<file path="src/rtl/clk_div_cfg_pkg.sv">
// Shared definitions for the clock-divider configuration sequencer and its benches.
package clk_div_cfg_pkg;

    // Sequencer states: wait for a request, hold the divider disabled, let the new ratio settle.
    typedef enum logic [1:0] {
        ST_IDLE   = 2'd0,
        ST_DRAIN  = 2'd1,
        ST_SETTLE = 2'd2
    } cfg_state_e;

    // Ratio driven out of reset; 1 puts the divider in bypass.
    localparam int DIV_DEFAULT_RATIO = 1;

    // Width of a counter that must be able to represent the value n.
    function automatic int cnt_width(input int n);
        return (n < 1) ? 1 : $clog2(n + 1);
    endfunction

endpackage

</file>
<file path="src/rtl/clk_div_settle_cnt.sv">
// Up-counter with synchronous clear and a terminal-count flag; times DRAIN and SETTLE.
module clk_div_settle_cnt #(
    parameter int WIDTH    = 3,
    parameter int TERMINAL = 3
) (
    input  logic clk,
    input  logic rst,
    input  logic clr,
    input  logic en,
    output logic o_tc
);

    localparam logic [WIDTH-1:0] TC_VAL = WIDTH'(TERMINAL);

    logic [WIDTH-1:0] cnt_q;
    logic [WIDTH-1:0] cnt_d;

    // Clear wins over count so the owner can restart the interval on the terminal edge.
    always_comb begin
        cnt_d = cnt_q;
        if (clr) begin
            cnt_d = '0;
        end else if (en) begin
            cnt_d = cnt_q + 1'b1;
        end
    end

    // Counter register.
    always_ff @(posedge clk) begin
        if (rst) begin
            cnt_q <= '0;
        end else begin
            cnt_q <= cnt_d;
        end
    end

    assign o_tc = (cnt_q == TC_VAL);

endmodule

</file>
<file path="src/rtl/clk_div_cfg_ctrl.sv">
// Configuration sequencer for the integer clock divider: never changes the ratio while
// the divider is enabled (drain, load, settle, re-enable) and rejects a zero ratio.
module clk_div_cfg_ctrl
    import clk_div_cfg_pkg::*;
#(
    parameter int RATIO_WIDTH   = 8,
    parameter int SETTLE_CYCLES = 4,
    parameter int DEFAULT_RATIO = DIV_DEFAULT_RATIO
) (
    input  logic                   i_ref_clk,
    input  logic                   i_rst,
    input  logic                   i_req_valid,
    output logic                   o_req_ready,
    input  logic [RATIO_WIDTH-1:0] i_req_ratio,
    input  logic                   i_req_enable,
    output logic [RATIO_WIDTH-1:0] o_div_ratio,
    output logic                   o_clk_en,
    output logic                   o_busy,
    output logic                   o_done,
    output logic                   o_cfg_err
);

    localparam int                     CNT_W     = cnt_width(SETTLE_CYCLES);
    localparam logic [RATIO_WIDTH-1:0] RST_RATIO = RATIO_WIDTH'(DEFAULT_RATIO);

    cfg_state_e             state_q, state_d;
    logic [RATIO_WIDTH-1:0] ratio_cap_q, ratio_cap_d;
    logic                   en_cap_q, en_cap_d;
    logic [RATIO_WIDTH-1:0] div_ratio_q, div_ratio_d;
    logic                   clk_en_q, clk_en_d;
    logic                   done_q, done_d;
    logic                   cfg_err_q, cfg_err_d;

    logic accept;
    logic cnt_clr;
    logic cnt_en;
    logic cnt_tc;

    assign accept = i_req_valid && (state_q == ST_IDLE);

    // The counter idles at zero and restarts at the end of each timed interval.
    assign cnt_clr = (state_q == ST_IDLE) || cnt_tc;
    assign cnt_en  = (state_q != ST_IDLE);

    clk_div_settle_cnt #(
        .WIDTH    (CNT_W),
        .TERMINAL (SETTLE_CYCLES - 1)
    ) u_settle_cnt (
        .clk  (i_ref_clk),
        .rst  (i_rst),
        .clr  (cnt_clr),
        .en   (cnt_en),
        .o_tc (cnt_tc)
    );

    // Next-state and output decisions; pulses default low, everything else holds.
    always_comb begin
        state_d     = state_q;
        ratio_cap_d = ratio_cap_q;
        en_cap_d    = en_cap_q;
        div_ratio_d = div_ratio_q;
        clk_en_d    = clk_en_q;
        done_d      = 1'b0;
        cfg_err_d   = 1'b0;

        case (state_q)
            ST_IDLE: begin
                if (accept) begin
                    if (i_req_ratio == '0) begin
                        cfg_err_d = 1'b1;
                    end else if ((i_req_ratio == div_ratio_q) && (i_req_enable == clk_en_q)) begin
                        // Nothing would change: complete without touching the divider.
                        done_d = 1'b1;
                    end else begin
                        ratio_cap_d = i_req_ratio;
                        en_cap_d    = i_req_enable;
                        if (clk_en_q) begin
                            clk_en_d = 1'b0;
                            state_d  = ST_DRAIN;
                        end else begin
                            // Already stopped, so the ratio can move immediately.
                            div_ratio_d = i_req_ratio;
                            state_d     = ST_SETTLE;
                        end
                    end
                end
            end
            ST_DRAIN: begin
                if (cnt_tc) begin
                    div_ratio_d = ratio_cap_q;
                    state_d     = ST_SETTLE;
                end
            end
            ST_SETTLE: begin
                if (cnt_tc) begin
                    clk_en_d = en_cap_q;
                    done_d   = 1'b1;
                    state_d  = ST_IDLE;
                end
            end
            default: begin
                state_d  = ST_IDLE;
                clk_en_d = 1'b0;
            end
        endcase
    end

    // Control and output registers; reset drops any in-flight request.
    always_ff @(posedge i_ref_clk) begin
        if (i_rst) begin
            state_q     <= ST_IDLE;
            div_ratio_q <= RST_RATIO;
            clk_en_q    <= 1'b0;
            done_q      <= 1'b0;
            cfg_err_q   <= 1'b0;
        end else begin
            state_q     <= state_d;
            div_ratio_q <= div_ratio_d;
            clk_en_q    <= clk_en_d;
            done_q      <= done_d;
            cfg_err_q   <= cfg_err_d;
        end
    end

    // Captured request; only consumed after being written on an accept, so no reset needed.
    always_ff @(posedge i_ref_clk) begin
        ratio_cap_q <= ratio_cap_d;
        en_cap_q    <= en_cap_d;
    end

    assign o_req_ready = (state_q == ST_IDLE);
    assign o_busy      = (state_q != ST_IDLE);
    assign o_div_ratio = div_ratio_q;
    assign o_clk_en    = clk_en_q;
    assign o_done      = done_q;
    assign o_cfg_err   = cfg_err_q;

endmodule

</file>
<file path="config.mk">
export PLATFORM = sky130hd
export DESIGN_NAME = clk_div_cfg_ctrl
export DESIGN_NICKNAME = d
export VERILOG_FILES = /design/src/rtl/clk_div_cfg_pkg.sv /design/src/rtl/clk_div_settle_cnt.sv /design/src/rtl/clk_div_cfg_ctrl.sv
export SDC_FILE = /design/constraint.sdc
export NUM_CORES = 1
export LEC_CHECK = 0
export CORE_MARGIN = 2
export CORE_UTILIZATION = 25
export DETAILED_ROUTE_END_ITERATION = 7
export HOLD_SLACK_MARGIN = 0.03
export MAX_ROUTING_LAYER = met4
export SETUP_SLACK_MARGIN = 0.3
export SLEW_MARGIN = 20
export SYNTH_ARGS = -nofsm -noshare
export SYNTH_HDL_FRONTEND = slang
export SYNTH_SLANG_ARGS = --single-unit
export TNS_END_PERCENT = 10
</file>
<file path="constraint.sdc">
create_clock -name i_ref_clk -period 2 [get_ports i_ref_clk]
set_input_delay 0.3 -clock i_ref_clk [delete_from_list [all_inputs] [get_ports i_ref_clk]]
set_output_delay 0.3 -clock i_ref_clk [all_outputs]
set_load 0.01 [all_outputs]
</file>
# [After elaboration in Yosys (flattened, before gate mapping)]
# Index checks and enable logic that the tools add are counted.
[word_totals] register_bits=25 in_bits=12 output_inout_bits=13 elab_cells=62
[classes] addsub=1 n_eq_ne=11 mux=24 n_bitwise=5 reduce_logical=13
[ops] op="$mux 8" n=5
[ops] op="$pmux 8 s2" n=1
[ops] op="$mux 2" n=6
[ops] op="$ne 2x2->1 const B" n=5
[ops] op="$reduce_and 5->1" n=2
[ops] op="$mux 1" n=9
[ops] op="$eq 8x8->1" n=1
[ops] op="$logic_not 8->1" n=1
[ops] op="$pmux 2 s3" n=1
[ops] op="$reduce_and 6->1" n=1
[ops] op="$not 1->1" n=5
[ops] op="$reduce_and 4->1" n=1
[ops] op="$reduce_bool 2->1" n=2
[ops] op="$add 3x1->3 const B" n=1
[ops] op="$eq 3x2->1 const B" n=1
[ops] op="$pmux 1 s3" n=1
[ops] op="$reduce_or 3->1" n=1
[ops] op="$eq 2x1->1 const B" n=1
[ops] op="$eq 2x2->1 const B" n=1
[ops] op="$logic_and 1x1->1" n=2
[ops] op="$logic_not 2->1" n=1
[ops] op="$ne 2x1->1 const B" n=1
[ops] op="$pmux 1 s2" n=1
[ops] op="$reduce_or 2->1" n=1
[ops] op="2 further kinds" n=2

# [Depth between registers and ports, before layout]
# Gate-level depths: netlist (run 1).
[logic_depth] ltp_word=6 depth_mapped=9 mapped_depth_nobuf=7

# [Hierarchy]
# A second synthesis (run 1) with hierarchy kept.
[unflattened] hier_cells=106 area_unflattened_um2=1295.0
[modules_own_cells] module="clk_div_cfg_ctrl" instances=1 cells_each=94 area_each_um2=1148.6 seq_area_each_um2=530.5
[modules_own_cells] module="clk_div_settle_cnt" instances=1 cells_each=12 area_each_um2=146.4 seq_area_each_um2=60.1

# [Least setup slack after synthesis (run 1)]
# No wires, ideal clock.
[synth_path] path_kind="register to register" start="reg u_settle_cnt.cnt_q[0]" end="reg div_ratio_q[1] (netlist: o_div_ratio[1])" setup_time_ns=0.080 arrival_ns=1.875 t_required_ns=1.920 path_slack_ns=0.044 path_stages_with_launch=10 path_buffers=2 synth_period_minus_slack_ns=1.956 path_cell_list="dfxtp_1 ha_1 ha_1 clkbuf_1 mux2_1 o211ai_2 a31oi_2 or2_1 buf_6 a211oi_2"
[synth_between] elab_chain_cells=3
[synth_lines] item="from (decl)" line_no="clk_div_settle_cnt.sv:15" text="logic [WIDTH-1:0] cnt_q;"
[synth_lines] item="from (signal assigned)" line_no="clk_div_settle_cnt.sv:33" text="cnt_q <= cnt_d;"
[synth_lines] item="$eq 3x2->1" line_no="clk_div_settle_cnt.sv:37" text="assign o_tc = (cnt_q == TC_VAL);"
[synth_lines] item="$ne 2x2->1 (no line)"
[synth_lines] item="$reduce_and 6->1 (no line)"
[synth_lines] item="to (signal assigned)" line_no="clk_div_cfg_ctrl.sv:118" text="div_ratio_q <= div_ratio_d;"
[synth_lines] item="to (decl)" line_no="clk_div_cfg_ctrl.sv:29" text="logic [RATIO_WIDTH-1:0] div_ratio_q, div_ratio_d;"
# No other way between the ends.
# A chain may end at the register's enable or synchronous reset.

# [Final worst setup path (run 1)]
[layout_path] start="in i_req_ratio[0]" end="reg div_ratio_q[5] (netlist: o_div_ratio[5])"
[layout_between] elab_chain_cells=4 word_cells_on_any_way=6 cone_classes="3 x eq/ne; 3 x reduce/logical"
[layout_lines] item="from (decl)" line_no="clk_div_cfg_ctrl.sv:14" text="input logic [RATIO_WIDTH-1:0] i_req_ratio,"
[layout_lines] item="$eq 8x8->1" line_no="clk_div_cfg_ctrl.sv:71" text="end else if ((i_req_ratio == div_ratio_q) && (i_req_enable == clk_en_q)) begin"
[layout_lines] item="$logic_and 1x1->1" line_no="clk_div_cfg_ctrl.sv:71"
[layout_lines] item="$ne 2x2->1 (no line)"
[layout_lines] item="$reduce_and 6->1 (no line) (*)"
# Mark *: on every way between the ends. The rest lies on a longest branch, timed or not.

==> results of run 1 <==
synthesized netlist by cell type, types with 2 or more instances:
library cell	n
inv_1	2
edfxtp_1	9
nor2_1	6
nand2_1	3
xor2_1	9
a211oi_1	2
or4_4	2
nor4_1	4
a211oi_2	7
dfxtp_1	16
nor3_1	8
ha_1	2
mux2i_1	7
nor2b_1	2
nand3b_1	2
o21ai_0	2
clkbuf_1	4
state kept, by name, summed over array words and instances, names as in the netlist:
name,count
u_settle_cnt.cnt_q,3
o_done,1
ratio_cap_q,8
state_q,2
o_clk_en,1
en_cap_q,1
o_div_ratio,8
o_cfg_err,1
repair_timing:
item                       CTS  global route
setup endpoints to repair   23            22
resized for setup           36             1
pin swaps                    9             0
buffers inserted             4             0
hold endpoints to repair     0             0
layout by cell type (no fill, tap or decap), drive strengths merged, types with 2 or more instances in the layout:
| cell | synthesis | layout |
|---|---|---|
| or4 | 2 | 2 |
| dlygate4sd2 | 0 | 3 |
| clkdlybuf4s15 | 0 | 4 |
| xor2 | 9 | 9 |
| edfxtp | 9 | 9 |
| nor3 | 9 | 9 |
| clkbuf | 4 | 3 |
| a211oi | 9 | 9 |
| nor2b | 2 | 2 |
| nor2 | 7 | 7 |
| clkdlybuf4s50 | 0 | 16 |
| ha | 2 | 2 |
| o21ai | 2 | 2 |
| nand3b | 2 | 2 |
| nand2 | 3 | 3 |
| buf | 1 | 18 |
| inv | 3 | 3 |
| dfxtp | 16 | 16 |
| mux2i | 7 | 7 |
| nor4 | 5 | 5 |
| a31oi | 2 | 2 |
area by class of cell:
cell class / count / area [um^2]
timing repair buffer: 41 / 379
sequential: 25 / 599
clock buffer: 3 / 41.3
tap: 54 / 67.6
inverter: 3 / 11.3
fill: 482 / 2940
clock inverter: 1 / 5.00
multi-input combinational: 72 / 649
per-stage QoR:
stage / hold WS [ps] / power, mW / worst slack [ps] / TNS (ps) / utilization [%]
floorplan: 399 / 0.685 / 155 / 0 / -
global placement: 412 / 0.779 / -310 / -5220 / 34.1
detailed placement: 423 / 0.785 / -369 / -6650 / 34.1
CTS: 274 / 1.11 / 292 / 0 / 37.3
global route: 266 / 1.15 / 215 / 0 / 37.4
finish: 276 / 1.10 / 292 / 0 / 37.4
where the power goes:
group / internal, mW / switching [mW] / total, mW
Clock: 0.140 / 0.165 / 0.305
Sequential: 0.556 / 0.0190 / 0.575
Combinational: 0.112 / 0.105 / 0.217
Total: 0.808 / 0.289 / 1.10
kinds of logic (layout without fill, tap and decap cells):
group / count (synthesis) / after routing / share of synthesized area (%)
AO/OA/AOI/OAI: 18 / 18 / 14.2
buffers and inverters: 8 / 48 / 3.12
XOR/XNOR: 9 / 9 / 6.55
multiplexers: 8 / 8 / 6.76
AND/OR/NAND/NOR: 35 / 35 / 18.2
flip-flops: 25 / 25 / 49.1
adder cells (fa/ha/maj): 2 / 2 / 2.08
worst max-delay path: stages:
cell and delay (ps):
clkdlybuf4s15_2 210, or4_4 560, o211ai_2 230, a31oi_4 50
or2_4 330, a211oi_2 230
how the worst max path moves through the flow:
stage | to | cells past startpoint | slack (ps) | startpoint
finish | o_div_ratio[5]$_SDFFE_PP0P_ | 6 | 290 | i_req_ratio[0]
global route | en_cap_q$_DFFE_PP_ | 6 | 210 | i_req_enable
CTS | o_div_ratio[5]$_SDFFE_PP0P_ | 7 | 290 | u_settle_cnt.cnt_q[0]$_SDFFE_PP0P_
detailed placement | ratio_cap_q[5]$_DFFE_PP_ | 5 | -370 | i_req_ratio[5]
global placement | o_div_ratio[5]$_SDFFE_PP0P_ | 6 | -310 | i_req_ratio[4]
floorplan | o_div_ratio[1]$_SDFFE_PP0P_ | 9 | 150 | u_settle_cnt.cnt_q[0]$_SDFFE_PP0P_
metal layers:
metal	share of wire [%]	wire length, um
met1	42	1290
met2	54	1640
met3	3.1	96
met4	1.0	31
met5	0	0
==> results.md, run 1 <==
- The floorplan step defined a die boundary enclosing ~5400 um^2.
- Dividing the detail-routed via count by the number of cells gives between 4 and 5.
- The clock sink count is 25.
- The launch point of the worst reg-to-reg path is u_settle_cnt.cnt_q[0]$_SDFFE_PP0P_.
- The clock network latency to the later pin of the worst-skew pair is roughly 280 ps.
- Counting every instance in the synthesized netlist gives 105.
- The average footprint of a synthesized cell is ~11 um^2.
- Global routing consumed, on the met3 layer, 3.16% of the routing resources.
- Routability-driven placement finished with a final weighted congestion of 0.789.
- For met1 alone, demand over resource in global routing was 13.4%.
- The class of the tightest hold or removal check is primary input to flip-flop.
- The portion of synthesized cell area occupied by the leading cell type is 26.6%.
- The first global-routing pass estimated 4930 um of wire.
- In the global route stage, met2 resource usage came out at between 20 and 25%.
- Setup violations remaining at the end of the flow were counted as 0.
- The register clock-pin slew on the reported worst setup and hold paths is 90 ps.
- The per-cell routed wire length is 15.3 um.
- Setup repair after global routing could not meet its margin everywhere.
- The arrival time reported for the critical path endpoint is 1910 ps.
- At the worst endpoint, the required time is 2200 ps.
- The tool flagged a number of max-cap violations equal to 0.
- The area of all placed cells without fillers is 1750 um^2.
- After detailed placement, the design holds a cell count of 191.
- The post-synthesis sequential element count is 25.
- Entering global routing, the biggest net connects 15 pins.
- CTS placed an instance of clkbuf_8 at the clock tree root.
- At the pin with the least slew margin, the transition time is roughly 430 ps.
- The slack of the worst reg-to-reg path is 300 ps.
- The number of max-slew violations in the final report is 0.
- In this run, the number of DRC markers left after iteration 0 of detailed routing was 42.
- The most used flip-flop cell after synthesis is dfxtp_1.
- For this run, the number of Yosys warnings is 0.
- Counting instances, the worst hold path has a depth of 1.
- The hold violation count in the final report came to 0.
- The height of the die is 73.4 um.
- The half-perimeter wire length after placement is 2240 um.
- The placed instances occupy a cell area of 1600 um^2.
- The number of hold-repair buffers added at the cts stage is 0.
- The maximum fanout along the worst path is 8.
- The longest clock path from root to sink contains 2 buffers.
- Counting flops with a built-in enable in the synthesized netlist gives 9.
- The ratio of total power to cell area is 626 nW/um^2.
- The worst setup path is of the primary input to flip-flop kind.
- The worst hold path begins at i_req_ratio[3].
- The via count is about 960.
- In the final layout, the share of cells above drive strength 1 is 39.3%.
- For this configuration, the core starts out at a cell density of 25.7%.
- The initial antenna violation count came to 0.
- Across the VDD grid, the largest voltage drop is 212 uV.
- The leakage power is 0.620 nW.
- The detailed-routing iteration count for the pre-antenna-repair pass is 4.
- In the synthesized netlist the async set-or-reset flop fraction comes to 0%.
- The global routing stage identified its most utilized layer as met2.
- The number of antenna diodes in the final layout is 0.
- The floorplan step defined a core boundary enclosing 4690 um^2.
- The worst reg-to-reg path cell count is 7.
- The via count of the first global-routing pass was roughly 1000.
- During I/O placement, the number of pins put on the boundary was 25.
- The TritonCTS clock tree is built.
- The row count is 25.
- The fraction of the cycle the final worst path needs is 85.4%.
- The number of buffers added by the clock tree synthesis step is 3.
- The die is 73.4 um wide.
- The final layout contains between 150 and 200 nets.
- Summing every instance area after synthesis gives 1200 um^2.
- The largest total area in the synthesized netlist belongs to dfxtp_1.
- After synthesis, the cell types taking the most area are dfxtp_1, edfxtp_1, a211oi_2.
- The time the worst path needs with I/O delays and setup is 1710 ps.
- Summing the sequential cell areas from Yosys gives 49.1% of the chip area.
- After the flow finishes, the layout carries non-filler instances totaling ~200.
- CTS built an H-tree with a depth of 1.
- For this run, the top clock speed supported by timing is 586 MHz.
- The residual antenna-violating net count after detailed routing is 0.
- The worst relative slew slack is 71.6%.
- The worst hold path terminates at ratio_cap_q[3]$_DFFE_PP_.
- The capture point of the worst reg-to-reg path is o_div_ratio[5]$_SDFFE_PP0P_.
- The overall track demand over capacity in global routing is 12.6%.
- The flow ran to the end, and the final reports show no timing, DRC or antenna violations.
- The count of distinct cell types in the synthesized netlist is 35.
- Summed over all layers, the global routing overflow is 0.
- The routed wire length is ~3000 um.
- Across the routed clock network, the largest skew measured is 7.09 ps.
- In the routed design, unresolved DRC markers number 0.
- Counting every net in the synthesized netlist gives about 120.
- During placement, the flow inserted port buffers numbering 24.
- The critical path endpoint category is a flip-flop.
- The area growth from synthesis to layout is 45.6%.
- The startpoint class of the critical path is a primary input.
Note: power is estimated with default switching activity, not from simulation.
==> inputs of run 2 (changes only) <==
--- a/config.mk
+++ b/config.mk
@@ -5,8 +5,7 @@
 export SDC_FILE = /design/constraint.sdc
 export NUM_CORES = 1
 export LEC_CHECK = 0
-export CORE_MARGIN = 2
-export CORE_UTILIZATION = 25
+export CORE_UTILIZATION = 30
 export DETAILED_ROUTE_END_ITERATION = 7
 export HOLD_SLACK_MARGIN = 0.03
 export MAX_ROUTING_LAYER = met4
==> run 2 against run 1 <==
Maximum frequency rose by 0.58%. Sequential power hardly changed. Wire length down 1.9%. Total power increased by 0.38%. Die area decreased by 21%. First-iteration DRC count is 24% lower. Global-route usage rose by 2.7 points. Clock power about the same. Flip-flop and latch count did not move. Cell area rose by 2.2%. Critical path type is now flip-flop to primary output. Largest power group unchanged.
==> results.md, run 2 (synthesis gave the netlist of run 1 again) <==
- The area growth from synthesis to layout is 48.9%.
- The clock sink count is 25.
- At the placement stage, the worst setup path has a slack of -368 ps.
- The clock passes through at most 2 buffers.
- The capture point of the worst reg-to-reg path is o_div_ratio[6]$_SDFFE_PP0P_.
- For the worst flop-to-flop path, the logic depth is 7.
- The clock network latency to the later pin of the worst-skew pair is 270 ps.
- The area of the core is approximately 3700 um^2.
- The hold violation count in the final report is 0.
- Entering global routing, the biggest net connects 14 pins.
- The initial antenna violation count is 0.
- The area of all placed cells without fillers is ~1800 um^2.
- The critical path start-end classification is flip-flop to primary output.
- In this run the worst path has a maximum fanout of 5.
- Across the run, the number of max-cap violations was 0.
- The number of buffers added by the clock tree synthesis step is 3.
- The total power of the final layout is about 1.1 mW.
- The global placer's final weighted congestion is approximately 0.89.
- The via count of the first global-routing pass is 967.
- The leakage power is 0.634 nW.
- In this run the core area contains 22 standard-cell rows.
- Port buffering added 24 buffers.
- After layout, the worst setup slack is ~300 ps.
- The final setup violation count is 0.
- In this run the tightest slew margin relative to its limit is approximately three quarters.
- STA puts the critical path data required time at about 1700 ps.
- The worst register-to-register path begins at u_settle_cnt.cnt_q[0]$_SDFFE_PP0P_.
- The half-perimeter wire length after placement is 2050 um.
- The horizontal die dimension is 65.3 um.
- The die outline area is 4270 um^2.
- TritonCTS built the clock tree.
- Global routing consumed, over all layers together, 15.3% of the routing resources.
- The worst hold-check slack is 363 ps.
- For this run, the number of standard cells in the final layout without fillers is about 190.
- The slack of the worst reg-to-reg path is roughly 340 ps.
- The detail route stage leaves a number of antenna-violating nets equal to 0.
- In this run, placement finished with an instance count of approximately 190.
- The path class of the tightest hold or removal check is primary input to flip-flop.
- The number of hold-repair buffers added at the cts stage is 0.
- Power spread over the standard cell area amounts to 614 nW/um^2.
- The root buffer cell is clkbuf_8.
- The worst setup path is launched from a flip-flop.
- The height of the die is ~65 um.
- Cells fill 47.9% of the core in the end.
- The antenna diode count is 0.
- The post-route netlist has roughly two fifths of its cells at a drive strength greater than 1.
- The per-cell routed wire length is 15.5 um.
- The run finished with clean final reports.
- Dividing the detail-routed via count by the number of cells gives 5.03.
- In the layout the commonest cells are clkdlybuf4s50_1, buf_4, dfxtp_1.
- The net count reported at finish is 160.
- The routed wire length is 3000 um.
- For this run, design rule violations remaining after detail routing come to 0.
- Summed over all failing endpoints, the final setup total negative slack is 0 ps.
- At the pin with the least slew margin, the transition time is ~380 ps.
- In this run the cell area measured after placement is 1590 um^2.
- The final critical path takes up 84.9% of the cycle.
- The via count is between 900 and 1000.
- Summed over all layers, the global routing overflow is 0.
- The arrival time reported for the critical path endpoint is 1400 ps.
- Across the VDD grid, the largest voltage drop is 259 uV.
- For this run, the detailed router's first-pass iteration total came to 4.
- The worst setup path is captured at a primary output.
- For the final database, setup skew stands at around 3.0 ps.
- The worst hold path cell count is 2.
- Setup repair after global routing could not meet its margin everywhere.
- The register clock-pin slew on the reported worst setup and hold paths is 90 ps.
- Based on the critical path, the design can be clocked at up to between 500 and 600 MHz.
- The worst hold path begins at i_req_ratio[0].
- The terminating pin of the worst hold path is ratio_cap_q[0]$_DFFE_PP_.
- The most common library cell in the layout ignoring fill and taps is clkdlybuf4s50_1.
- The number of placed I/O pins is 25.
- The detailed router's first-iteration violation count is 32.
- The first-pass GRT wire length is approximately 4700 um.
- Once the floorplan was initialized, standard cells occupied 32.2% of the core.
- The deepest level of the CTS H-tree is 1.
- The time the worst path needs with I/O delays and setup is 1700 ps.
- The number of max-slew violations in the final report was 0.
run 2: final cells by class:
cell class	count	area, um^2
Inverter	3	11.3
Sequential cell	25	596
Tap cell	48	60.1
Fill cell	365	1950
Timing Repair Buffer	41	377
Multi-Input combinational cell	72	703
Clock buffer	4	45.0
run 2: how the worst max path moves through the flow:
stage / slack (ps) / endpoint / from
floorplan: 150 / o_div_ratio[1]$_SDFFE_PP0P_ / u_settle_cnt.cnt_q[0]$_SDFFE_PP0P_
global placement: -350 / o_div_ratio[1]$_SDFFE_PP0P_ / i_req_ratio[5]
detailed placement: -370 / o_div_ratio[2]$_SDFFE_PP0P_ / i_req_ratio[5]
CTS: 250 / ratio_cap_q[5]$_DFFE_PP_ / o_div_ratio[0]$_SDFFE_PP1P_
global route: 250 / o_div_ratio[6]$_SDFFE_PP0P_ / o_div_ratio[7]$_SDFFE_PP0P_
finish: 300 / o_busy / state_q[0]$_SDFFE_PP0P_
run 2: worst max-delay path, stage by stage (launching register included):
cell and delay (ps):
dfxtp_1 480, nor2_4 70, inv_1 60, clkdlybuf4s50_1 530
run 2: what timing repair did:
action	4_1_cts	5_1_grt
resized for setup	29	13
pin swaps	7	6
endpoints found under the hold margin	0	0
setup buffers	3	1
cloned	0	0
endpoints found under the setup margin	23	23
run 2: per-layer routing:
layer	vias up	track usage, %	part of all wire (%)
met3	6	2.26	3.6
met5	-	-	0
li1	469	-	-
met4	0	6.25	1.4
met2	30	23.5	46
met1	466	20.1	49
run 2: power breakdown:
group	leakage, nW	internal (mW)	switching [mW]
registers	0.217	0.556	0.0221
clock network	0.0228	0.143	0.161
logic	0.394	0.114	0.106
==> inputs of run 3 (changes only) <==
==> constraint.sdc (replaced) <==
create_clock -name i_ref_clk -period 1.8 [get_ports i_ref_clk]
set_input_delay 0.27 -clock i_ref_clk [delete_from_list [all_inputs] [get_ports i_ref_clk]]
set_output_delay 0.27 -clock i_ref_clk [all_outputs]
set_load 0.01 [all_outputs]
==> run 3 against run 2 <==
Combinational power rose by 25%. Total power rose by 12%. Global-route usage rose by 0.17 points. Via count rose by 3.3%. Flip-flop and latch count did not move. Sequential power rose by 9.3%. Cell area rose by 4.2%. Critical endpoint is now ratio_cap_q[1]$_DFFE_PP_.
==> results.md, run 3 (synthesis gave the netlist of run 1 again) <==
- The most utilized layer in the global route result is met2.
- The worst relative slew slack is a little over 70%.
- The switching fraction of total power is 25.7%.
- The time the worst path needs with I/O delays and setup is 1710 ps.
- Counting instances, the worst hold path has a depth of 1.
- The worst register-to-register path ends at o_div_ratio[1]$_SDFFE_PP0P_.
- After the first detailed-routing iteration, the DRC count stood at 15.
- The maximum count of clock buffers along a single path is 2.
- In this run the horizontal extent of the chip is 65.3 um.
- The max capacitance violation total is 0.
- The first detailed-routing pass took 4 iterations.
- The residual antenna-violating net count after detailed routing is 0.
- The initial antenna violation count is 0.
- Static timing analysis puts the maximum clock frequency at approximately 590 MHz.
- The net count of the finished layout is 172.
- The peak supply drop is 410 uV.
- For this configuration, the core starts out at a cell density of 32.2%.
- The internal power is 920 uW.
- The biggest cell delay along the critical path is 570 ps.
- The deepest level of the CTS H-tree is 1.
- For this design the static power due to leakage is 0.706 nW.
- The number of buffers inserted by port buffering is 24.
- The most common library cell in the layout ignoring fill and taps is buf_4.
- The clock network latency to the later pin of the worst-skew pair is approximately 260 ps.
- Global routing consumed, on the met2 layer, 24.9% of the routing resources.
- Of all nets on the critical path, the largest fanout is 10.
- Clock tree synthesis selected as its root buffer the cell clkbuf_8.
- Dividing the detail-routed via count by the number of cells gives 4.89.
- The critical-path cell with the highest stage delay is or4_4.
- For this run, design rule violations remaining after detail routing come to 0.
- The combinational share of power is 22.2%.
- The clock sink count is 25.
- The run finished with clean final reports.
- The row count is 22.
- Routability-driven placement finished with a final weighted congestion of 0.820.
- The die outline area is 4270 um^2.
- During I/O placement, the number of pins put on the boundary was 25.
- The post-route netlist has approximately 45% of its cells at a drive strength greater than 1.
- The final global-route overflow total is 0.
- The launch point of the worst reg-to-reg path is u_settle_cnt.cnt_q[0]$_SDFFE_PP0P_.
- The hold path startpoint is i_req_ratio[3].
- The overall track demand over capacity in global routing is 15.5%.
- The number of cells after detailed placement is 195.
- The number of buffers added by the clock tree synthesis step is 3.
- The via count is 1003.
- The path with the worst hold slack has its endpoint at ratio_cap_q[3]$_DFFE_PP_.
- The signal on the critical path passes through clkdlybuf4s15_2 > or4_4 > buf_4 > nor2_1 > a31oi_1 > nor2b_4 > buf_12.
- The hold violation count in the final report came to 0.
- The worst setup path is launched from a primary input.
- From bottom edge to top edge, the die measures 65.3 um.
- The number of max-slew violations in the final report is 0.
- TritonCTS built the clock tree.
- After clock tree synthesis, the flow added hold-fix buffers numbering 0.
- The repair_antennas step left the layout with diodes totalling 0.
- The routed wire length is 3070 um.
- After the flow finishes, the layout carries non-filler instances totaling ~210.
- The class of the tightest hold or removal check is primary input to flip-flop.
- The critical path start-end classification is primary input to flip-flop.
- The clock tree skew after final layout is 2.62 ps.
- The part of the power in registers is 51.1%.
- The half-perimeter wire length after placement is 2080 um.
- Measured in cells, the most critical reg-to-reg path has a length of 7.
- The via count of the first global-routing pass is 1007.
- In the global route stage, met1 resource usage came out at between 20% and 30%.
- The clock network accounts for 26.7% of the total power.
- The ratio of total power to cell area is about 660 nW/um^2.
- Timing analysis after detailed placement gives a worst setup slack of -569 ps.
- The first global-routing pass estimated between 4000 and 5000 um of wire.
- The data required time of the critical path is about 1800 ps.
- Data arrives at the worst endpoint at between 1500 and 2000 ps.
- The per-cell routed wire length is 15.0 um.
- The fraction of the cycle the final worst path needs is 94.8%.
- In this run the power spent charging and discharging nets is 318 uW.
- The slew at the pin closest to its max-slew limit is between 400 and 500 ps.
- After clock tree synthesis, the clock-pin slew on the worst setup and hold paths is 90 ps.
- Relative to the synthesized area, the layout overhead comes to 55.1%.
- The met3 demand-to-capacity share in global routing is about 2.1%.
- Setup slack on the worst reg-to-reg path comes out at between 100 and 150 ps.
- The pin count of the biggest net entering global routing is 14.
- The final setup violation count is 0.
- The area of the core is 3740 um^2.
- The final worst-path setup slack is 92.7 ps.
- The critical path endpoint category is a flip-flop.
- Setup repair after global routing could not meet its margin everywhere.
- Leaving out fill and tap cells, the most frequent cells in the layout are buf_4, clkdlybuf4s50_1, dfxtp_1.
[run 3: cell types whose count changed in the layout (fill, tap and decap cells not counted), sizes merged]
| cell | previous run | this run |
|---|---|---|
| buf | 18 | 31 |
| clkdlybuf4s15 | 4 | 2 |
| clkdlybuf4s50 | 16 | 14 |
| clkbuf | 4 | 5 |
| dlygate4sd2 | 3 | 4 |
| dlymetal6s2s | 0 | 1 |
[run 3: area by class of cell]
type	instances	area [um^2]
Tap cell	48	60.1
Timing Repair Buffer	53	467
Inverter	3	11.3
Multi-Input combinational cell	72	683
Fill cell	352	1880
Clock buffer	4	45.0
Sequential cell	25	601
[run 3: per-stage QoR]
step / utilization (%) / power (mW) / instance area [um^2] / TNS, ps / hold WS [ps]
4_1_cts: 48.2 / 1.24 / 1800 / 0 / 303
5_1_grt: 49.9 / 1.29 / 1870 / 0 / 247
2_1_floorplan: - / 0.761 / 1230 / 0 / 369
3_3_place_gp: 44.6 / 0.885 / 1670 / -8920 / 414
6_report: 49.9 / 1.24 / 1870 / 0 / 255
3_5_place_dp: 44.6 / 0.889 / 1670 / -9730 / 427
[run 3: worst max path at each step]
| stage | from | endpoint | cells past startpoint |
|---|---|---|---|
| 2_1_floorplan | u_settle_cnt.cnt_q[0]$_SDFFE_PP0P_ | o_div_ratio[1]$_SDFFE_PP0P_ | 9 |
| 3_3_place_gp | i_req_ratio[2] | o_div_ratio[6]$_SDFFE_PP0P_ | 6 |
| 3_5_place_dp | i_req_ratio[2] | o_div_ratio[7]$_SDFFE_PP0P_ | 6 |
| 4_1_cts | u_settle_cnt.cnt_q[0]$_SDFFE_PP0P_ | o_div_ratio[7]$_SDFFE_PP0P_ | 7 |
| 5_1_grt | i_req_ratio[4] | o_clk_en$_SDFFE_PP0P_ | 8 |
| 6_report | i_req_ratio[4] | ratio_cap_q[1]$_DFFE_PP_ | 7 |
[run 3: per-layer routing]
layer,wire (um),part of all wire [%],vias to the layer above
met5,0,0,-
met4,29,0.94,0
met3,85,2.8,4
met2,1520,50,21
met1,1430,47,483
li1,-,-,495
[run 3: power groups by stage]
| stage | Clock, mW | Sequential, mW | Combinational, mW |
|---|---|---|---|
| after detailed placement | 0 | 0.646 | 0.242 |
| after global routing | 0.365 | 0.636 | 0.294 |
| after CTS | 0.345 | 0.635 | 0.257 |
| after floorplan | 0 | 0.652 | 0.109 |
| after global placement | 0 | 0.646 | 0.239 |
| final | 0.331 | 0.632 | 0.275 |
[run 3: worst max-delay path: cells and delay by family]
kind / cells / cell delay [ps]
and+or+nand+nor: 3 / 860
buffers and inverters: 3 / 520
AOI/OAI and AO/OA: 1 / 90
[run 3: timing repair]
item	in CTS	in global routing
setup endpoints to repair	30	32
resized for setup	39	7
setup buffers	1	5
pin swaps	7	4
